==> src/rtl/cpu7_exu_eclrdpipe.sv <==
// Destination-register tracker for the E/M/W stages of the EXU.
// Feeds the bypass selects and raises the load-use decode interlock.
module cpu7_exu_eclrdpipe #(
  parameter int CNT_W = 16
) (
  input  logic             clk,
  input  logic             resetn,
  input  logic             de_valid,
  input  logic [4:0]       de_rd,
  input  logic             de_wen,
  input  logic             de_load,
  input  logic [4:0]       de_rs1,
  input  logic             de_rs1_used,
  input  logic [4:0]       de_rs2,
  input  logic             de_rs2_used,
  input  logic             mem_stall,
  input  logic             flush_d,
  input  logic             flush_em,
  output logic [4:0]       rd_e,
  output logic             wen_e,
  output logic [4:0]       rd_m,
  output logic             wen_m,
  output logic [4:0]       rd_w,
  output logic             wen_w,
  output logic             stall_d,
  output logic [CNT_W-1:0] lduse_cnt
);

  typedef struct packed {
    logic       v;
    logic [4:0] rd;
    logic       wen;
    logic       ld;
  } stg_t;

  stg_t             r_e;
  stg_t             r_m;
  stg_t             r_w;
  stg_t             w_d;
  logic [CNT_W-1:0] r_cnt;
  logic             w_hit;

  function automatic logic hit(
    input logic       used,
    input logic [4:0] rs,
    input stg_t       s
  );
    return used & (rs != 5'd0) & s.v & s.ld & (rs == s.rd);
  endfunction

  // A load in W is served by the W bypass, so only E and M interlock.
  assign w_hit = hit(de_rs1_used, de_rs1, r_e)
               | hit(de_rs1_used, de_rs1, r_m)
               | hit(de_rs2_used, de_rs2, r_e)
               | hit(de_rs2_used, de_rs2, r_m);

  assign stall_d = de_valid & w_hit;

  always_comb begin
    w_d     = '0;
    w_d.v   = de_valid & ~flush_d & ~stall_d;
    w_d.rd  = de_rd;
    w_d.wen = de_wen;
    w_d.ld  = de_load;
  end

  always_ff @(posedge clk or negedge resetn) begin
    if (!resetn) begin
      r_e <= '0;
      r_m <= '0;
      r_w <= '0;
    end else if (mem_stall) begin
      if (flush_em) begin
        r_e.v <= 1'b0;
        r_m.v <= 1'b0;
      end
    end else begin
      r_w <= r_m;
      r_m <= r_e;
      r_e <= w_d;
      // Killed E/M contents must not reach M or W.
      if (flush_em) begin
        r_e.v <= 1'b0;
        r_m.v <= 1'b0;
        r_w.v <= 1'b0;
      end
    end
  end

  always_ff @(posedge clk or negedge resetn) begin
    if (!resetn) begin
      r_cnt <= '0;
    end else if (stall_d & ~mem_stall & ~flush_em & ~(&r_cnt)) begin
      r_cnt <= r_cnt + CNT_W'(1);
    end
  end

  assign rd_e      = r_e.rd;
  assign rd_m      = r_m.rd;
  assign rd_w      = r_w.rd;
  assign wen_e     = r_e.v & r_e.wen & (r_e.rd != 5'd0);
  assign wen_m     = r_m.v & r_m.wen & (r_m.rd != 5'd0);
  assign wen_w     = r_w.v & r_w.wen & (r_w.rd != 5'd0);
  assign lduse_cnt = r_cnt;

endmodule
==> config.mk <==
export PLATFORM = sky130hd
export DESIGN_NAME = cpu7_exu_eclrdpipe
export DESIGN_NICKNAME = d
export VERILOG_FILES = /design/src/rtl/cpu7_exu_eclrdpipe.sv
export SDC_FILE = /design/constraint.sdc
export NUM_CORES = 1
export LEC_CHECK = 0
export ABC_AREA = 0
export CAP_MARGIN = 20
export CORE_MARGIN = 2
export CORE_UTILIZATION = 47
export DETAILED_ROUTE_END_ITERATION = 10
export GPL_TIMING_DRIVEN = 0
export PLACE_DENSITY_LB_ADDON = 0.12
export SLEW_MARGIN = 25
export SYNTH_ARGS = -nofsm -noshare
export SYNTH_HDL_FRONTEND = slang
export SYNTH_SLANG_ARGS = --single-unit
==> constraint.sdc <==
create_clock -name clk -period 2.3 [get_ports clk]
set_clock_uncertainty 0.1 [all_clocks]
set_input_delay 0.46 -clock clk [delete_from_list [all_inputs] [get_ports clk]]
set_output_delay 0.46 -clock clk [all_outputs]
set_load 0.01 [all_outputs]
# --- After elaboration in Yosys (flattened, before gate mapping) ---
# Cells that the tools add are included.
totals:
  regBits: 39
  input_bits: 25
  out_inout_bits: 35
op_classes:
  n_eq_ne: 4
  bitwise_logic: 34
  add_sub_neg: 1
  muxes: 5
  reduce_logical: 6
op_table:
  columns: ["op", "count"]
  rows:
  - ["bitwise AND 1 bit", 26]
  - ["nonzero test 5 bit", 5]
  - ["equality test 5 bit", 4]
  - ["adder 16 x 1 -> 16 bit (second input constant)", 1]
  - ["AND reduction 16 bit", 1]
  - ["two-way mux 1 bit", 5]
  - ["inverter 1 bit", 5]
  - ["bitwise OR 1 bit", 3]

# --- Logic depth before layout (Yosys ltp) ---
# Gate-level depths: netlist (run 1).
depth:
  ltp_word: 13
  depth_mapped: 8

# --- Worst setup path after synthesis (run 1) ---
# OpenSTA, ideal clock, no wires.
synth_timing:
  kind: "input port to output port"
  from: "in de_rs1[1]"
  to: "out stall_d"
  cell_stages: 4
  arrival_ns: 1.502
  n_path_buf: 0
  path_slack_ns: 0.238
  cell_sequence: "or4_1 > o21ai_1 > o22ai_4 > and2_1"
synth_via:
  elab_chain_len: 9
  word_cells_on_any_way: 14
  classes_between: "eq/ne (2); bitwise (11); reduce/logical (1)"
synth_lines:
  columns: ["element", "line_no", "rtl"]
  rows:
  - ["from (decl)", "12", "input logic [4:0] de_rs1,"]
  - ["nonzero test 5 bit", "48", "return used & (rs != 5'd0) & s.v & s.ld & (rs == s.rd);"]
  - ["bitwise AND 1 bit (4 in a row)", "48", null]
  - ["bitwise OR 1 bit (*)", "53", "| hit(de_rs1_used, de_rs1, r_m)"]
  - ["bitwise OR 1 bit (*)", "54", "| hit(de_rs2_used, de_rs2, r_e)"]
  - ["bitwise OR 1 bit (*)", "55", "| hit(de_rs2_used, de_rs2, r_m);"]
  - ["bitwise AND 1 bit (*)", "57", "assign stall_d = de_valid & w_hit;"]
  - ["to (decl)", "25", "output logic stall_d,"]
# Mark *: on every way between the ends. The rest lies on a longest branch, timed or not.

# --- Final worst setup path (run 1) ---
layout_timing:
  from: "reg r_m, in the netlist rd_m[0]"
  to: "out stall_d"
layout_via:
  elab_chain_len: 6
  word_cells_on_any_way: 8
  classes_between: "eq/ne (2); bitwise (6)"
layout_lines:
  columns: ["element", "line_no", "rtl"]
  rows:
  - ["from (decl)", "37", "stg_t r_m;"]
  - ["from (signal assigned)", "79", "r_m <= r_e;"]
  - ["equality test 5 bit", "48", null]
  - ["bitwise AND 1 bit", "48", null]
  - ["bitwise OR 1 bit", "53", null]
  - ["bitwise OR 1 bit", "54", null]
  - ["bitwise OR 1 bit (*)", "55", null]
  - ["bitwise AND 1 bit (*)", "57", null]
# Marked as above.

==> results of run 1 <==
## timing repair
item	in CTS	in global routing
setup endpoints to repair	16	14
pin swaps	9	5
buffers inserted	8	5
resized for setup	32	13
gates cloned	0	1
hold buffers	1	0
hold endpoints to repair	9	0
## layout by cell type, fill, tap and decap left out, types with 7 or more instances in the layout
cell type        count
dfrtp_1             29
clkdlybuf4s50_1     43
dlygate4sd2_1        9
dfrtp_2             10
mux2_2              20
xor2_1              22
nor2_1               7
nand3_1              7
nand2_1             11
buf_4               26
xnor2_1             11
## layout make-up
class,count,area [sq um],share of cell area
clock buffer,5,68.8,0.0228
sequential,39,988,0.327
inverter,3,11.3,0.00373
buffer,19,135,0.0448
multi-input combinational,124,1010,0.335
timing repair buffer,74,694,0.230
clock inverter,3,43.8,0.0145
tap,52,65.1,0.0215
## worst register-to-register path: stages (launching register included)
cell	delay, ns
dfrtp_2	0.44
buf_6	0.13
xor2_1	0.16
nor4_1	0.22
a22oi_1	0.19
o22ai_4	0.17
buf_6	0.14
and3_4	0.18
buf_6	0.11
nand4_1	0.11
xnor2_1	0.15
## cells in the mapped netlist (3+ instances only)
cell      n
dfrtp_1  39
xor2_1   22
mux2_2   20
buf_4    15
nand2_1  11
xnor2_1  11
nand3_1   7
nor2_1    7
and3_1    6
nand4_1   5
or3_1     4
inv_1     3
nor3_1    3
nor4_1    3
o311a_1   3
## kinds of logic (layout without fill, tap and decap cells)
| family | count (synthesis) | in the layout | share of synthesized area |
|---|---|---|---|
| adders and majority gates | 1 | 1 | 0.00602 |
| buffers and inverters | 22 | 104 | 0.0704 |
| and+or+nand+nor | 57 | 57 | 0.155 |
| muxes | 21 | 21 | 0.113 |
| xor gates and xnor gates | 33 | 33 | 0.139 |
| DFF | 39 | 39 | 0.470 |
| AOI/OAI and AO/OA | 12 | 12 | 0.0470 |
## routing by layer
metal,up-vias,part of all wire,wire [um],track usage
met2,51,0.50,2420,0.323
met1,821,0.41,1980,0.257
li1,798,-,-,-
met5,-,0,0,0
met3,7,0.068,324,0.0577
met4,0,0.015,74,0.0748
## sequential cells by signal, indices dropped and copies added, names as in the netlist
name	flops
r_m	3
r_e	3
rd_e	5
r_w	2
rd_w	5
lduse_cnt	16
rd_m	5
## worst max-delay path by stage
stage | from | end | slack, ns | depth (start not counted)
finish | rd_m[0]$_DFFE_PN0N_ | stall_d | -0.14 | 7
global route | rd_m[0]$_DFFE_PN0N_ | stall_d | -0.28 | 7
CTS | rd_m[0]$_DFFE_PN0N_ | stall_d | -0.13 | 7
detailed placement | de_rs1[4] | stall_d | -0.83 | 7
global placement | de_rs1[4] | stall_d | -0.81 | 7
floorplan | de_rs1[1] | stall_d | 0.24 | 4
## report_power, final
group,internal [uW],total [uW],leakage (uW),switching (uW)
combinational,254,400,0.000786,146
clock,323,570,0.0000581,247
sequential,743,805,0.000484,61.9
total,1320,1780,0.00133,455
## through the flow
| stage | worst slack [ns] | instances |
|---|---|---|
| 2_1_floorplan | 0.238 | 185 |
| 3_3_place_gp | -0.809 | 295 |
| 3_5_place_dp | -0.827 | 296 |
| 4_1_cts | -0.130 | 313 |
| 5_1_grt | -0.283 | 319 |
| 6_report | -0.139 | 319 |
==> results.toml, run 1 <==
[detailed_routing]
drc = 0
via_count = 1677
wire_per_inst_um = 15.0
drt.antenna.violating_nets = 0
wl_um = 4800
vias_per_cell = 5.26
firstDrtPassIters = 4
drt-initial-drc-count = 73

[critical_path]
reg2reg_from = "rd_m[0]$_DFFE_PN0N_"
slowest_delay_ns = 0.44
path_buf_inv = 2
critPathSlowestCell = "dfrtp_2"
start_kind = "register"
critPathCaptureType = "output port"
r2r_slack_ns = 0.08
critPathRequiredTime_ns = 1.74
r2r_end = "lduse_cnt[4]$_DFFE_PN0P_"
crit_type = "register to output port"
r2r_cells = 10
crit_family = "flip-flops"
crit_fanout = 4
cp.arrival_ns = 1.88
worstPathCellList = "buf_6, xor2_1, nor4_1, a22oi_1, o22ai_4, and2_1, buf_2"

[floorplanning]
die_h_um = 70.5
placementRows = 24
core_area_sq_mm = 0.00429
io_pins = 60
chipWidth_um = 70.5
start_util = 0.484
die_area_sq_mm = 0.00497

[sta]
setup_tns_ns = -0.139
finalCritPeriodShare = 1.06
setup_violations = 1
fin_crit_ns = 2.44
slew_headroom = 0.584
slew_violations = 0
max_freq_mhz = 410
worst_pin_slew_ns = 0.623
timing.hold.ws_ns = 0.400
hold_violations = 0
rsz0062_at_grt = "yes"
timing.final.ws_setup_ns = -0.139

[clock_network]
h-tree-depth = 2
cts_buffers = 5
clk_pin_slew_ns = 0.08
clockBufferDepth = 2
cts_tree = "yes"
clock_latency_ns = 0.30
cts-root-buf = "clkbuf_8"
cts_num_sinks = 39

[power_and_ir_drop]
p_per_area_mw_per_mm2 = 588
p_leak_uw = 0.00133
totalPowerFinal_uw = 1780
ir_worst_vdd_uv = 385

[synth]
synth_top_cell_area_share = 0.470
synth_flop_cell = "dfrtp_1"
yosysSeqAreaShare = 0.470
ys_async_sr_fraction = 1.00
postSynthCellCount = 185
yosysWarnings = 0
syn_area_per_cell_sq_um = 11.2
ys_ff_latch = 39
ys_types = 36
synth_top_cell_by_area = "dfrtp_1"
synth_area_sq_mm = 0.00208
ys_top_cells_by_area = "dfrtp_1 47%, mux2_2 11%, xor2_1 9.3%"
synth_nets = 211
synth_edf_count = 0

[min_path]
whs_path_depth = 1
hold_end = "lduse_cnt[9]$_DFFE_PN0P_"
hold_class = "register to register"
hp-start = "lduse_cnt[9]$_DFFE_PN0P_"

[placement]
io_buffer_count = 58
gp_congestion = 0.837
placed_area_sq_mm = 0.00274
dpl.hpwl_um = 3270

[finish]
layout.cell_area.non_filler_sq_mm = 0.00302
fillCellCount = 349
antennaDiodeCount = 0
drive_above_1_share = 0.322
final_util = 0.703
fin_nets = 292
areaGrowthSynthToFinish_pct = 45.3

[global_routing]
grt_overflow = 0
grt_max_degree = 31
track_usage = 0.201
grt_pass1_vias = 1620
grt_pass1_wl_um = 7760
antenna_found_initial = 0

[flow_run]
maxCapViolCount = 0

[run_status]
status = "finished, violations left"
violations = "negative setup slack"
No activity file was read; power rests on OpenSTA's default activity.
==> run 2: changes to the inputs <==
--- a/config.mk
+++ b/config.mk
@@ -11,7 +11,10 @@
 export CORE_UTILIZATION = 47
 export DETAILED_ROUTE_END_ITERATION = 10
 export GPL_TIMING_DRIVEN = 0
+export MAX_ROUTING_LAYER = met4
 export PLACE_DENSITY_LB_ADDON = 0.12
+export REMOVE_ABC_BUFFERS = 1
+export SETUP_SLACK_MARGIN = 0.5
 export SLEW_MARGIN = 25
 export SYNTH_ARGS = -nofsm -noshare
 export SYNTH_HDL_FRONTEND = slang
==> run 2 against run 1 <==
Largest power group unchanged. Design area rose by 2.3%. Critical path depth is 1 lower. Sequential cell count is the same. Via count is 3.8% higher. Die area unchanged. The flow still finishes with violations (negative setup slack). Total power down 8.1%. First-iteration DRC count grew 42%. Fmax is 2.8% higher. Register-to-register slack lost 0.09 ns. Combinational power shrank 4%. Final cell count up 0.94%. Non-clock buffer count is 2 higher.
==> results.toml, run 2 (same netlist as run 1, synthesis figures left out) <==
[run_status]
status = "finished, violations left"
violations = "negative setup slack"

[finish]
final_cell_mix = "29 x dfrtp_1, 28 x buf_4, 23 x dlygate4sd2_1, 20 x xor2_1, 20 x mux2_2"
areaGrowthSynthToFinish_pct = 48.6
stdcell_count = 322
final_util = 0.719
largest_register_ffs = 16
fin_nets = 295
drive_above_1_share = 0.407
final_common_cell = "dfrtp_1"
antennaDiodeCount = 0

[critical_path]
start_kind = "register"
slowest_delay_ns = 0.44
critPathRequiredTime_ns = 1.74
crit_fanout = 5
critPathCaptureType = "output port"
crit_type = "register to output port"
critPathSlowestCell = "dfrtp_2"
cp.arrival_ns = 1.81
worstPathCellList = "xor2_1, nor4_2, a22oi_2, o22ai_4, and2_1, buf_2"

[power_and_ir_drop]
ir_worst_vdd_uv = 360
p_leak_uw = 0.00150
p_per_area_mw_per_mm2 = 528

[sta]
timing.final.ws_setup_ns = -0.0734
setup_violations = 3
fin_crit_ns = 2.37
rsz0062_at_grt = "yes"
finalCritPeriodShare = 1.03
hold_violations = 0
max_freq_mhz = 421
worst_pin_slew_ns = 0.706
slew_violations = 0
slew_headroom = 0.529
timing.hold.ws_ns = 0.0117

[floorplanning]
die_h_um = 70.5
die_area_sq_mm = 0.00497
core_area_sq_mm = 0.00429
start_util = 0.484
chipWidth_um = 70.5
placementRows = 24
io_pins = 60

[clock_network]
cts-root-buf = "clkbuf_8"
clockBufferDepth = 2
clock_latency_ns = 0.30
cts_buffers = 5
cts_num_sinks = 39
clk_pin_slew_ns = 0.08
hold_buffers = 0
cts_tree = "yes"
h-tree-depth = 2

[min_path]
hold_class = "input pin to async pin"

[global_routing]
grt_pass1_vias = 1759
grt_max_degree = 27
grt_pass1_wl_um = 8590
grt_overflow = 0
track_usage = 0.230
antenna_found_initial = 0

[detailed_routing]
drt.antenna.violating_nets = 0
wire_per_inst_um = 16.1
vias_per_cell = 5.40
via_count = 1740
wl_um = 5190
firstDrtPassIters = 4
drc = 0
drt-initial-drc-count = 104

[placement]
dpl.hpwl_um = 3340
gp_congestion = 0.939
io_buffer_count = 59
dp_cells = 278
post-place-ws_ns = -0.862

[flow_run]
maxCapViolCount = 0
==> run 2: timing repair <==
item / CTS / global route
pin swaps: 17 / 7
setup endpoints to repair: 67 / 27
cloned: 1 / 0
buffers inserted: 30 / 5
endpoints found under the hold margin: 0 / 0
resized for setup: 107 / 18
==> run 2: metal layers <==
layer | vias up | GRT usage | wire length [um]
met1 | 870 | 0.311 | 2260
met5 | - | - | 0
met4 | 0 | 0.0684 | 68
li1 | 808 | - | -
met3 | 8 | 0.0592 | 330
met2 | 54 | 0.341 | 2520
==> run 2: cell type report <==
class	instances	area, sq um
tap	52	65.1
clock buffer	7	76.3
timing repair buffer	95	836
multi-input combinational	125	1110
inverter	3	11.3
fill	301	1210
clock inverter	1	5.00
sequential	39	988
==> run 2: worst paths after layout <==
path	from	end	slack [ns]	cells after the start
min reg2reg	lduse_cnt[9]$_DFFE_PN0P_	lduse_cnt[9]$_DFFE_PN0P_	0.39	1
max reg2reg	rd_e[2]$_DFFE_PN0N_	lduse_cnt[9]$_DFFE_PN0P_	-0.01	10
max	rd_e[2]$_DFFE_PN0N_	stall_d	-0.07	6
min in group clk	lduse_cnt[9]$_DFFE_PN0P_	lduse_cnt[9]$_DFFE_PN0P_	0.39	1
max in group asynchronous	resetn	rd_e[2]$_DFFE_PN0N_	1.60	2
min	resetn	lduse_cnt[15]$_DFFE_PN0P_	0.01	1
==> run 2: report_power, final <==
part	switching, uW	total, uW	internal, uW
clock	238	451	213
sequential	52.4	795	743
combinational	161	384	224
==> run 2: critical path, delay by kind of cell, from the launching register on <==
family | cells | cell delay [ns]
AOI/OAI and AO/OA | 2 | 0.35
xor gates and xnor gates | 1 | 0.17
buffers and inverters | 1 | 0.12
DFF | 1 | 0.44
and+or+nand+nor | 2 | 0.45
==> run 2: metrics by stage <==
stage	TNS (ns)	power, uW	instance area [sq um]
floorplan	0	928	1940
global placement	-18.82	1100	2600
detailed placement	-13.10	1120	2620
CTS	-0.0655	1620	2990
global route	-0.728	1710	3090
finish	-0.139	1630	3090
